**config.mk**
```make
export PLATFORM = sky130hd
export DESIGN_NAME = match_event_reporter
export DESIGN_NICKNAME = d
export VERILOG_FILES = /design/src/rtl/match_event_reporter.sv
export SDC_FILE = /design/constraint.sdc
export NUM_CORES = 1
export LEC_CHECK = 0
export CORE_UTILIZATION = 50
export DETAILED_ROUTE_END_ITERATION = 16
export PLACE_DENSITY = 0.79
export SYNTH_ARGS = -nofsm -noshare
export SYNTH_HDL_FRONTEND = slang
export SYNTH_SLANG_ARGS = --single-unit
```
**constraint.sdc**
```tcl
create_clock -name clk -period 7.95 [get_ports clk]
set_input_delay 2.385 -clock clk [delete_from_list [all_inputs] [get_ports clk]]
set_output_delay 2.385 -clock clk [all_outputs]
set_load 0.005 [all_outputs]
```
**src/rtl/match_event_reporter.sv**
```systemverilog
// Match event reporter: timestamps each qualified detector match with an index and gap,
// buffers reports in a small FIFO drained over valid/ready, and tracks count/overflow/burst.
module match_event_reporter #(
  parameter int unsigned CNT_W    = 8,
  parameter int unsigned GAP_W    = 8,
  parameter int unsigned DEPTH    = 4,
  parameter int unsigned WINDOW   = 16,
  parameter int unsigned BURST_TH = 3
) (
  input  logic             clk,
  input  logic             reset,
  input  logic             en,
  input  logic             y,
  input  logic             clear,
  input  logic             rpt_ready,
  output logic             rpt_valid,
  output logic [CNT_W-1:0] rpt_idx,
  output logic [GAP_W-1:0] rpt_gap,
  output logic [CNT_W-1:0] match_count,
  output logic             overflow,
  output logic             burst
);

  localparam int unsigned AW = $clog2(DEPTH);
  localparam int unsigned CW = AW + 1;
  localparam int unsigned RW = $clog2(BURST_TH + 1);
  localparam int unsigned EW = CNT_W + GAP_W;

  localparam logic [GAP_W-1:0] GapMax = '1;
  localparam logic [GAP_W-1:0] WinGap = GAP_W'(WINDOW);
  localparam logic [RW-1:0]    RunTh  = RW'(BURST_TH);
  localparam logic [CW-1:0]    Full   = CW'(DEPTH);

  logic [EW-1:0]    mem_q [DEPTH];
  logic [EW-1:0]    mem_d [DEPTH];
  logic [AW-1:0]    wr_ptr_q, wr_ptr_d, rd_ptr_q, rd_ptr_d;
  logic [CW-1:0]    fill_q, fill_d;
  logic [GAP_W-1:0] gap_cnt_q, gap_cnt_d;
  logic [CNT_W-1:0] cnt_q, cnt_d;
  logic [RW-1:0]    run_q, run_d;
  logic             first_q, first_d;
  logic             ovf_q, ovf_d;
  logic             burst_q, burst_d;

  logic             match, pop, full, push_ok;
  logic [GAP_W-1:0] gap_rep;

  always_comb begin
    match    = en & y;
    pop      = rpt_valid & rpt_ready;
    full     = (fill_q == Full);
    gap_rep  = (gap_cnt_q == GapMax) ? GapMax : gap_cnt_q + 1'b1;
    // A full FIFO can still take a push when the head leaves on the same edge.
    push_ok  = match & (~full | pop);

    mem_d    = mem_q;
    wr_ptr_d = wr_ptr_q;
    rd_ptr_d = rd_ptr_q;
    fill_d   = fill_q;
    gap_cnt_d = gap_cnt_q;
    cnt_d    = cnt_q;
    run_d    = run_q;
    first_d  = first_q;
    ovf_d    = ovf_q;

    if (push_ok) begin
      mem_d[wr_ptr_q] = {cnt_q, gap_rep};
      wr_ptr_d        = wr_ptr_q + 1'b1;
    end
    if (pop) begin
      rd_ptr_d = rd_ptr_q + 1'b1;
    end
    if (push_ok && !pop) begin
      fill_d = fill_q + 1'b1;
    end else if (!push_ok && pop) begin
      fill_d = fill_q - 1'b1;
    end
    if (match && !push_ok) begin
      ovf_d = 1'b1;
    end

    if (match) begin
      gap_cnt_d = '0;
      cnt_d     = cnt_q + 1'b1;
      first_d   = 1'b0;
      if (first_q || gap_rep > WinGap) begin
        run_d = RW'(1);
      end else if (run_q != RunTh) begin
        run_d = run_q + 1'b1;
      end
    end else if (en) begin
      if (gap_cnt_q != GapMax) begin
        gap_cnt_d = gap_cnt_q + 1'b1;
      end
      if (gap_cnt_q == WinGap) begin
        run_d = '0;
      end
    end

    if (clear) begin
      wr_ptr_d  = '0;
      rd_ptr_d  = '0;
      fill_d    = '0;
      gap_cnt_d = '0;
      cnt_d     = '0;
      run_d     = '0;
      first_d   = 1'b1;
      ovf_d     = 1'b0;
    end

    burst_d = (run_d >= RunTh);
  end

  always_ff @(posedge clk or posedge reset) begin
    if (reset) begin
      for (int i = 0; i < int'(DEPTH); i++) begin
        mem_q[i] <= '0;
      end
      wr_ptr_q  <= '0;
      rd_ptr_q  <= '0;
      fill_q    <= '0;
      gap_cnt_q <= '0;
      cnt_q     <= '0;
      run_q     <= '0;
      first_q   <= 1'b1;
      ovf_q     <= 1'b0;
      burst_q   <= 1'b0;
    end else begin
      mem_q     <= mem_d;
      wr_ptr_q  <= wr_ptr_d;
      rd_ptr_q  <= rd_ptr_d;
      fill_q    <= fill_d;
      gap_cnt_q <= gap_cnt_d;
      cnt_q     <= cnt_d;
      run_q     <= run_d;
      first_q   <= first_d;
      ovf_q     <= ovf_d;
      burst_q   <= burst_d;
    end
  end

  // Head fields read as zero while empty so a drained FIFO shows no stale report.
  always_comb begin
    rpt_valid          = (fill_q != '0);
    {rpt_idx, rpt_gap} = rpt_valid ? mem_q[rd_ptr_q] : '0;
    match_count        = cnt_q;
    overflow           = ovf_q;
    burst              = burst_q;
  end

endmodule

```
Word level (Yosys, flattened, before mapping)
Index checks and enable logic that the tools add are counted.

operators by class
  bitwise gates (word level) = 7
  muxes and demuxes = 31
  equal/unequal tests = 5
  magnitude comparators = 5
  $add $sub $neg = 7
  reductions and logical operators = 16

operator list
  operator                                                        number
  bitwise mux 64 bit                                              1
  two-way mux 16 bit                                              4
  two-way mux 8 bit                                               7
  binary-select mux 16 bit (select 2 bit)                         1
  demux 16 bit (select 2 bit)                                     1
  two-way mux 2 bit                                               10
  adder 8 x 1 -> 8 bit (second input constant)                    2
  nonzero test 3 bit                                              4
  two-way mux 3 bit                                               3
  equality test 8 x 5 -> 1 bit (second input constant)            1
  equality test 8 bit (second input constant)                     1
  greater-than comparator 8 x 5 -> 1 bit (second input constant)  1
  != test 8 bit (second input constant)                           1
  nonzero test 2 bit                                              4
  adder 2 x 1 -> 2 bit (second input constant)                    3
  >= comparator 3 bit (second input constant)                     2
  NOT 2 -> 3 bit                                                  2
  logical AND 1 bit                                               4
  two-way mux 1 bit                                               4
  adder 3 x 1 -> 3 bit (second input constant)                    1
  bitwise AND 1 bit                                               3
  equality test 3 bit (second input constant)                     1
  less-than comparator 3 x 1 -> 1 bit (second input constant)     1
  subtractor 3 x 1 -> 3 bit (second input constant)               1
  7 further kinds                                                 8

storage, ports and cells
  output and inout bits = 27
  bits of input ports = 6
  logic and storage cells = 84
  register bits after elaboration = 92

Depth between registers and ports, before layout
Gate-level depths: netlist of the first run.

  word-level depth = 9
  gate-level depth with buffers = 10
  gate-level depth less buffers = 8

Worst setup path before layout of the first run
No wires, ideal clock.

  kind = input port to flip-flop
  start point = input rpt_ready
  end point = register fill_q[2]
  path slack = 3.573 ns
  path buffers = 1
  cell stages on the path = 8
  required time = 7.818 ns
  data arrival time = 4.245 ns
  library setup time = 0.132 ns
  path through = buf_2 > nor4b_4 > nor2_8 > and2_1 > fa_1 > or3_1 > a311oi_1 > nor2_1

on the way
  cells in the longest elaborated chain, start to end = 6
  elaborated cells on any way between the ends = 10
  those cells by class = mux: 2; bitwise: 3; reduce/logical: 5

ends and longest elaborated chain
  item                                                            RTL line  source
  start, declared                                                 15        input logic rpt_ready,
  bitwise AND 1 bit *                                             50        pop = rpt_valid & rpt_ready;
  OR 1 bit                                                        54        push_ok = match & (~full | pop);
  bitwise AND 1 bit                                               54
  logical AND 1 bit / zero test 1 bit (equally long branches)     73, 75
  two-way mux 3 bit / logical AND 1 bit (equally long branches)   73, 75
  two-way mux 3 bit / nonzero test 3 bit (equally long branches)  --
  end signal, assigned                                            132       fill_q <= fill_d;
  end, declared                                                   37        logic [CW-1:0] fill_q, fill_d;

Mark *: on every way between the ends. The rest lies on a longest branch, timed or not.
A chain may end at the register's enable or synchronous reset.

Worst setup path in the final report of the first run
  start point = register rd_ptr_q[0]
  end point = output rpt_gap[6]

on the way
  cells in the longest elaborated chain, start to end = 5

ends and longest elaborated chain
  item                                                   RTL line  source
  start, declared                                        36        logic [AW-1:0] wr_ptr_q, wr_ptr_d, rd_ptr_q, rd_ptr_d;
  start signal, assigned                                 131       rd_ptr_q <= rd_ptr_d;
  NOT 2 -> 3 bit (implied by the code)                   145       {rpt_idx, rpt_gap} = rpt_valid ? mem_q[rd_ptr_q] : '0;
  binary-select mux 16 bit (select 2 bit)                145
  two-way mux 16 bit (implied by the code) (2 in a row)  145
  two-way mux 16 bit                                     145
  end, declared                                          18        output logic [GAP_W-1:0] rpt_gap,

No other way between the ends. The select of a mux whose other input is x is not followed.

==> results of run 1 <==
==> cells in the mapped netlist, types with 2 or more instances <==
cell	number
sky130_fd_sc_hd__ha_1	7
sky130_fd_sc_hd__o211ai_1	2
sky130_fd_sc_hd__mux4_2	16
sky130_fd_sc_hd__a311oi_1	2
sky130_fd_sc_hd__nand4_1	3
sky130_fd_sc_hd__nor4_1	4
sky130_fd_sc_hd__or3_1	5
sky130_fd_sc_hd__mux2_1	32
sky130_fd_sc_hd__and2_1	22
sky130_fd_sc_hd__o21ai_0	34
sky130_fd_sc_hd__xor2_1	9
sky130_fd_sc_hd__a21oi_1	18
sky130_fd_sc_hd__inv_1	11
sky130_fd_sc_hd__a22oi_1	2
sky130_fd_sc_hd__a31oi_1	2
sky130_fd_sc_hd__and3_1	4
sky130_fd_sc_hd__nor2_1	29
sky130_fd_sc_hd__nor3_1	2
sky130_fd_sc_hd__nand2_1	43
sky130_fd_sc_hd__dfrtp_1	91
sky130_fd_sc_hd__nand3_1	8
sky130_fd_sc_hd__mux2_2	8
sky130_fd_sc_hd__xnor2_1	4
sky130_fd_sc_hd__buf_4	3
sky130_fd_sc_hd__nand2_4	4
sky130_fd_sc_hd__clkbuf_1	6
sky130_fd_sc_hd__buf_2	14
sky130_fd_sc_hd__buf_6	5
==> metal layers <==
| layer | GRT usage (%) | vias up |
|---|---|---|
| li1 | - | 1489 |
| met4 | 8.26 | 0 |
| met3 | 4.50 | 15 |
| met1 | 29.1 | 1582 |
| met5 | 0 | - |
| met2 | 33.5 | 73 |
==> report_power, final <==
group / switching (mW) / internal [mW]
sequential: 0.0221 / 0.487
combinational: 0.0728 / 0.0588
clock: 0.180 / 0.150
==> tightest hold or removal path: stages (launching register included) <==
cell                      delay, ns
sky130_fd_sc_hd__dfrtp_1       0.35
sky130_fd_sc_hd__nand2_1       0.05
sky130_fd_sc_hd__o21ai_0       0.06
==> cells by family after synthesis <==
| group | synth area share [%] |
|---|---|
| flip-flops | 48.8 |
| XOR/XNOR | 2.41 |
| multiplexers | 17.4 |
| adder cells (fa/ha/maj) | 2.28 |
| buffers and inverters | 4.59 |
| AND/OR/NAND/NOR | 16.0 |
| AO/OA/AOI/OAI | 8.44 |
==> metrics by stage <==
stage	instances	hold slack (ns)	instance area (sq um)	worst slack, ns
after floorplan	416	0.445	4720	3.17
after global placement	532	0.456	5020	2.98
after detailed placement	532	0.469	5020	2.93
after CTS	548	0.490	5220	3.02
after global routing	548	0.514	5220	2.90
final	548	0.488	5220	3.06
==> worst min-delay path by stage <==
stage / start / end / slack [ns] / cells after the start
6_report: mem_q[52] / mem_q[52] / 0.49 / 2
3_5_place_dp: mem_q[55] / mem_q[55] / 0.47 / 2
4_1_cts: mem_q[55] / mem_q[55] / 0.49 / 2
5_1_grt: mem_q[7] / mem_q[7] / 0.51 / 2
2_1_floorplan: mem_q[16] / mem_q[16] / 0.44 / 2
3_3_place_gp: mem_q[53] / mem_q[53] / 0.46 / 2
==> flip-flops by register name, indices dropped and copies added, names as in the netlist <==
register / cells
overflow: 1
first_q: 1
rd_ptr_q: 2
wr_ptr_q: 2
fill_q: 3
match_count: 8
run_q: 2
burst: 1
gap_cnt_q: 8
mem_q: 64
==> layout make-up <==
| type | count | area, sq um |
|---|---|---|
| Multi-Input combinational cell | 284 | 2200 |
| Inverter | 11 | 42.5 |
| Sequential cell | 92 | 2300 |
| Tap cell | 111 | 139 |
| Fill cell | 781 | 3970 |
| Clock inverter | 7 | 82.6 |
| Timing Repair Buffer | 34 | 335 |
| Clock buffer | 9 | 124 |
==> impl_metrics.tcl, run 1 <==
set metrics [dict create \
    status "finished clean" \
    antennaDiodeCount 0 \
    synth_seq_cells 92 \
    path_delay_family "buffers and inverters" \
    postSynthCellCount 416 \
    timing.reg2reg.worst_path_depth 7 \
    synth_nets 430 \
    p_leak_nw 2.39 \
    post_synth_main_area_contributors "sky130_fd_sc_hd__dfrtp_1 48%, sky130_fd_sc_hd__mux2_1 7.6%, sky130_fd_sc_hd__mux4_2 7.6%" \
    route.vias.total 3159 \
    grtUsageTotal_pct 21.2 \
    initial_core_util_pct 51.3 \
    fp.dieH_um 99.1 \
    cts-resized-gates 0 \
    min_path_type "register to register" \
    tritoncts "done" \
    final_cell_mix "91 x sky130_fd_sc_hd__dfrtp_1, 43 x sky130_fd_sc_hd__nand2_1, 34 x sky130_fd_sc_hd__o21ai_0" \
    drv_cap 0 \
    detail-route-antenna-nets 0 \
    grt_max_degree 58 \
    dr_wl_met3_um 327 \
    design.final.nets 446 \
    worst_slew_margin_rel_pct 33.0 \
    reg2reg_from "fill_q[1]" \
    slew_viol_final 0 \
    min_period_over_period_pct 61.5 \
    clock_sink_count 92 \
    antenna_violations_before_repair 0 \
    grt_setup_unrepaired "no" \
    post_synth_num_cell_types 54 \
    first_global_vias 3193 \
    synthDominantCellAreaShare_pct 48.3 \
    drt-vias-per-instance 5.76 \
    crit_slowest_cell "sky130_fd_sc_hd__dfrtp_1" \
    number_of_stages_on_the_worst_setup_path 4 \
    dominantRegCellSynth "sky130_fd_sc_hd__dfrtp_1" \
    routabilityCongestion 0.883 \
    layout_commonest_cell "sky130_fd_sc_hd__dfrtp_1" \
    final_period_minus_worst_setup_slack_ns 4.89 \
    crit_arrival_ns 2.50 \
    num_io_pins 33 \
    worst_r2r_endpoint "fill_q[2]" \
    grt_pass1_wl_mm 16.0 \
    remaining_drc_errors 0 \
    synth-seq-area-share_pct 48.8 \
    met1Wirelength_mm 4.34 \
    startpoint_type "register" \
    post_synthesis_cell_type_with_the_largest_combined_area "sky130_fd_sc_hd__dfrtp_1" \
    cts-root-to-sink-buffers 2 \
    synth.avg_cell_area_sq_um 11.3 \
    maxUsedRoutingLayer "met4" \
    clock_buffers_created_by_tritoncts 9 \
    final-hold-violation-count 0 \
    postSynth.asyncResetShare_pct 100 \
    crit_path_max_incr_delay_ns 0.60 \
    critPathLaunch "rd_ptr_q[0]" \
    post_synth_instance_area_sq_um 4720 \
    core.rowCount 35 \
    wire_length_after_detailed_routing_mm 9.40 \
    crit_end "rpt_gap[6]" \
    yosys_warnings 0 \
    fmax_mhz 205 \
    post-cts-setup-buffers 0 \
    ir_worst_vdd_v 0.000105 \
    report.final.setup_viol 0 \
    clk-insertion-delay-late_ns 0.37 \
    clock_tree.htree_level_count 3 \
    postCtsHoldBufs 0 \
    clock_pin_transition_on_the_worst_setup_and_hold_timing_paths_ns 0.10 \
    cts-root-buf "sky130_fd_sc_hd__clkbuf_8" \
    finClkSkew_ns 0.0112 \
    critPathBufInv 2 \
    critical_path.endpoint_type "primary output" \
    path_cells "buf_4 -> mux4_2 -> and2_1 -> clkdlybuf4s50_1" \
    post_route_cells_drive_above_1_share_pct 13.7 \
    die_area_sq_um 9820 \
    gr-total-overflow 0 \
    route.detailed.wl_per_inst_um 17.2 \
    place.port_buffers 32 \
    worst-r2r-setup-slack_ns 5.15 \
    setup_total_neg_slack_ns 0 \
    worst-slew-pin-transition_ns 1.00 \
    core_area_sq_um 9200 \
    die_w_um 99.1 \
    drt_pass1_iterations 4 \
    first_iter_violations 157 \
    kind_of_critical_path "register to primary output" \
    power.total_mw 0.970 \
    routed-wl-met2_mm 4.57 \
    pwr_density_cell_nw_per_um2 186 \
    worst-path-max-fanout 12 \
    syn_to_final_growth_pct 10.7 \
    post-route-util_pct 56.8 \
    edff_count_synth 0 \
    dp.final_hpwl_mm 6.22 \
    timing.critical_path.required_ns 5.57 \
]
No activity file was read; power rests on OpenSTA's default activity.
==> run 2: changes to the inputs <==
--- a/config.mk
+++ b/config.mk
@@ -7,7 +7,7 @@
 export LEC_CHECK = 0
 export CORE_UTILIZATION = 50
 export DETAILED_ROUTE_END_ITERATION = 16
-export PLACE_DENSITY = 0.79
+export PLACE_DENSITY = 0.82
 export SYNTH_ARGS = -nofsm -noshare
 export SYNTH_HDL_FRONTEND = slang
 export SYNTH_SLANG_ARGS = --single-unit
==> constraint.sdc (replaced) <==
create_clock -name clk -period 4.48 [get_ports clk]
set_input_delay 1.344 -clock clk [delete_from_list [all_inputs] [get_ports clk]]
set_output_delay 1.344 -clock clk [all_outputs]
set_load 0.005 [all_outputs]
==> run 2 against run 1 <==
- count of clock-buffer cells in the layout unchanged
- clock skew is 0.0030 ns lower
- combinational power grew 80%
==> impl_metrics.tcl, run 2 (synthesized netlist as in run 1, its figures left out) <==
set metrics [dict create \
    status "finished clean" \
    antenna_violations_before_repair 0 \
    antennaDiodeCount 0 \
    largest_register "mem_q" \
    worst_r2r_endpoint "fill_q[2]" \
    worst-r2r-setup-slack_ns 1.68 \
    reg2reg_from "fill_q[1]" \
    drv_cap 0 \
    wire_length_after_detailed_routing_mm 9.42 \
    timing.reg2reg.worst_path_depth 7 \
    finClkSkew_ns 0.00818 \
    final-hold-violation-count 0 \
    postCtsHoldBufs 0 \
    cts-resized-gates 0 \
    drt_pass1_iterations 5 \
    detail-route-antenna-nets 0 \
    fillCellCount 755 \
    core.rowCount 35 \
    fmax_mhz 266 \
    ir_worst_vdd_v 0.000173 \
    worst-path-max-fanout 14 \
    final_cell_mix "91 x sky130_fd_sc_hd__dfrtp_1, 43 x sky130_fd_sc_hd__nand2_1, 34 x sky130_fd_sc_hd__o21ai_0" \
    p_leak_nw 2.42 \
    critical_path.endpoint_type "primary output" \
    design.final.nets 450 \
    routabilityCongestion 0.909 \
    fp.dieH_um 99.1 \
    die_w_um 99.1 \
    post_route_cells_drive_above_1_share_pct 14.5 \
    worstHoldEndpoint "mem_q[33]" \
    route.detailed.wl_per_inst_um 17.1 \
    routed-wl-met2_mm 4.59 \
    startpoint_type "register" \
    grt_max_degree 40 \
    clock_sink_count 92 \
    worst_slew_margin_rel_pct 44.2 \
    tritoncts "done" \
    min_path_type "register to register" \
    layout_commonest_cell "sky130_fd_sc_hd__dfrtp_1" \
    timing.critical_path.required_ns 3.14 \
    route.vias.total 3230 \
    first_iter_violations 191 \
    post-cts-setup-buffers 0 \
    post-route-util_pct 57.2 \
    drt-vias-per-instance 5.85 \
    pwr_density_cell_nw_per_um2 331 \
    min_from "mem_q[33]" \
    grtUsageTotal_pct 21.0 \
    cts-root-to-sink-buffers 2 \
    clk-insertion-delay-late_ns 0.37 \
    clock_tree.htree_level_count 3 \
    core_area_sq_um 9200 \
    kind_of_critical_path "register to primary output" \
    clock_pin_transition_on_the_worst_setup_and_hold_timing_paths_ns 0.10 \
    dp.final_hpwl_mm 6.33 \
    setup_total_neg_slack_ns 0 \
    min_period_over_period_pct 84.0 \
    grt_pass1_wl_mm 16.0 \
    worst-slew-pin-transition_ns 0.837 \
    place.port_buffers 32 \
    grt_setup_unrepaired "no" \
    die_area_sq_um 9820 \
    report.final.setup_viol 0 \
    min_delay_path_depth 2 \
    gr-total-overflow 0 \
    initial_core_util_pct 51.3 \
    largest_register_ffs 64 \
    dr_wl_met3_um 464 \
    met1Wirelength_mm 4.21 \
    maxUsedRoutingLayer "met4" \
    crit_arrival_ns 2.42 \
    final_cell_count_without_fillers 552 \
    cts-root-buf "sky130_fd_sc_hd__clkbuf_8" \
    first_global_vias 3235 \
    num_io_pins 33 \
    clock_buffers_created_by_tritoncts 9 \
    syn_to_final_growth_pct 11.6 \
    remaining_drc_errors 0 \
    slew_viol_final 0 \
    final_period_minus_worst_setup_slack_ns 3.76 \
    placed_cells 536 \
]
[run 2: cell count changes in the layout (fill, tap and decap cells not counted)]
cell                         before  now
sky130_fd_sc_hd__clkinvlp_4       2    1
sky130_fd_sc_hd__buf_4            2    6
sky130_fd_sc_hd__inv_6            2    1
sky130_fd_sc_hd__clkinv_8         0    1
sky130_fd_sc_hd__inv_8            1    2
[run 2: critical path, cell delays in order, from the launching register on]
cell,delay (ns)
sky130_fd_sc_hd__dfrtp_1,0.54
sky130_fd_sc_hd__buf_4,0.36
sky130_fd_sc_hd__mux4_2,0.55
sky130_fd_sc_hd__and2_1,0.17
sky130_fd_sc_hd__clkdlybuf4s50_1,0.44
[run 2: area by class of cell]
cell class	instances	area (sq um)	share of cell area (%)
sequential	92	2300	43.8
multi-input combinational	284	2200	41.7
timing repair buffer	38	365	6.94
tap	111	139	2.64
clock buffer	9	124	2.35
clock inverter	7	93.8	1.78
inverter	11	42.5	0.808
[run 2: worst max path at each step]
stage	startpoint	end	slack, ns	depth (start not counted)
2_1_floorplan	reset	burst	0.75	1
3_3_place_gp	y	fill_q[2]	0.72	8
3_5_place_dp	y	fill_q[2]	0.61	8
4_1_cts	rd_ptr_q[0]	rpt_gap[4]	0.67	4
5_1_grt	rd_ptr_q[0]	rpt_gap[6]	0.59	4
6_report	rd_ptr_q[0]	rpt_gap[4]	0.72	4
[run 2: routing by layer]
metal  global-route usage [%]  vias up
met3                     3.02       17
met5                        0        -
met2                     34.6      105
met4                     8.26        0
met1                     28.4     1611
li1                         -     1497
[run 2: power by group]
group,leakage (nW),internal (mW),switching (mW)
registers,1.27,0.864,0.0385
logic,1.04,0.107,0.132
clock network,0.107,0.273,0.328
total,2.42,1.24,0.498
[run 2: stage by stage]
stage	instance area [sq um]	worst slack [ns]	power [mW]	hold slack, ns
global route	5260	0.588	1.82	0.511
detailed placement	5050	0.610	1.16	0.468
CTS	5260	0.668	1.75	0.490
floorplan	4720	0.746	1.09	0.445
finish	5260	0.715	1.74	0.486
global placement	5050	0.722	1.15	0.456
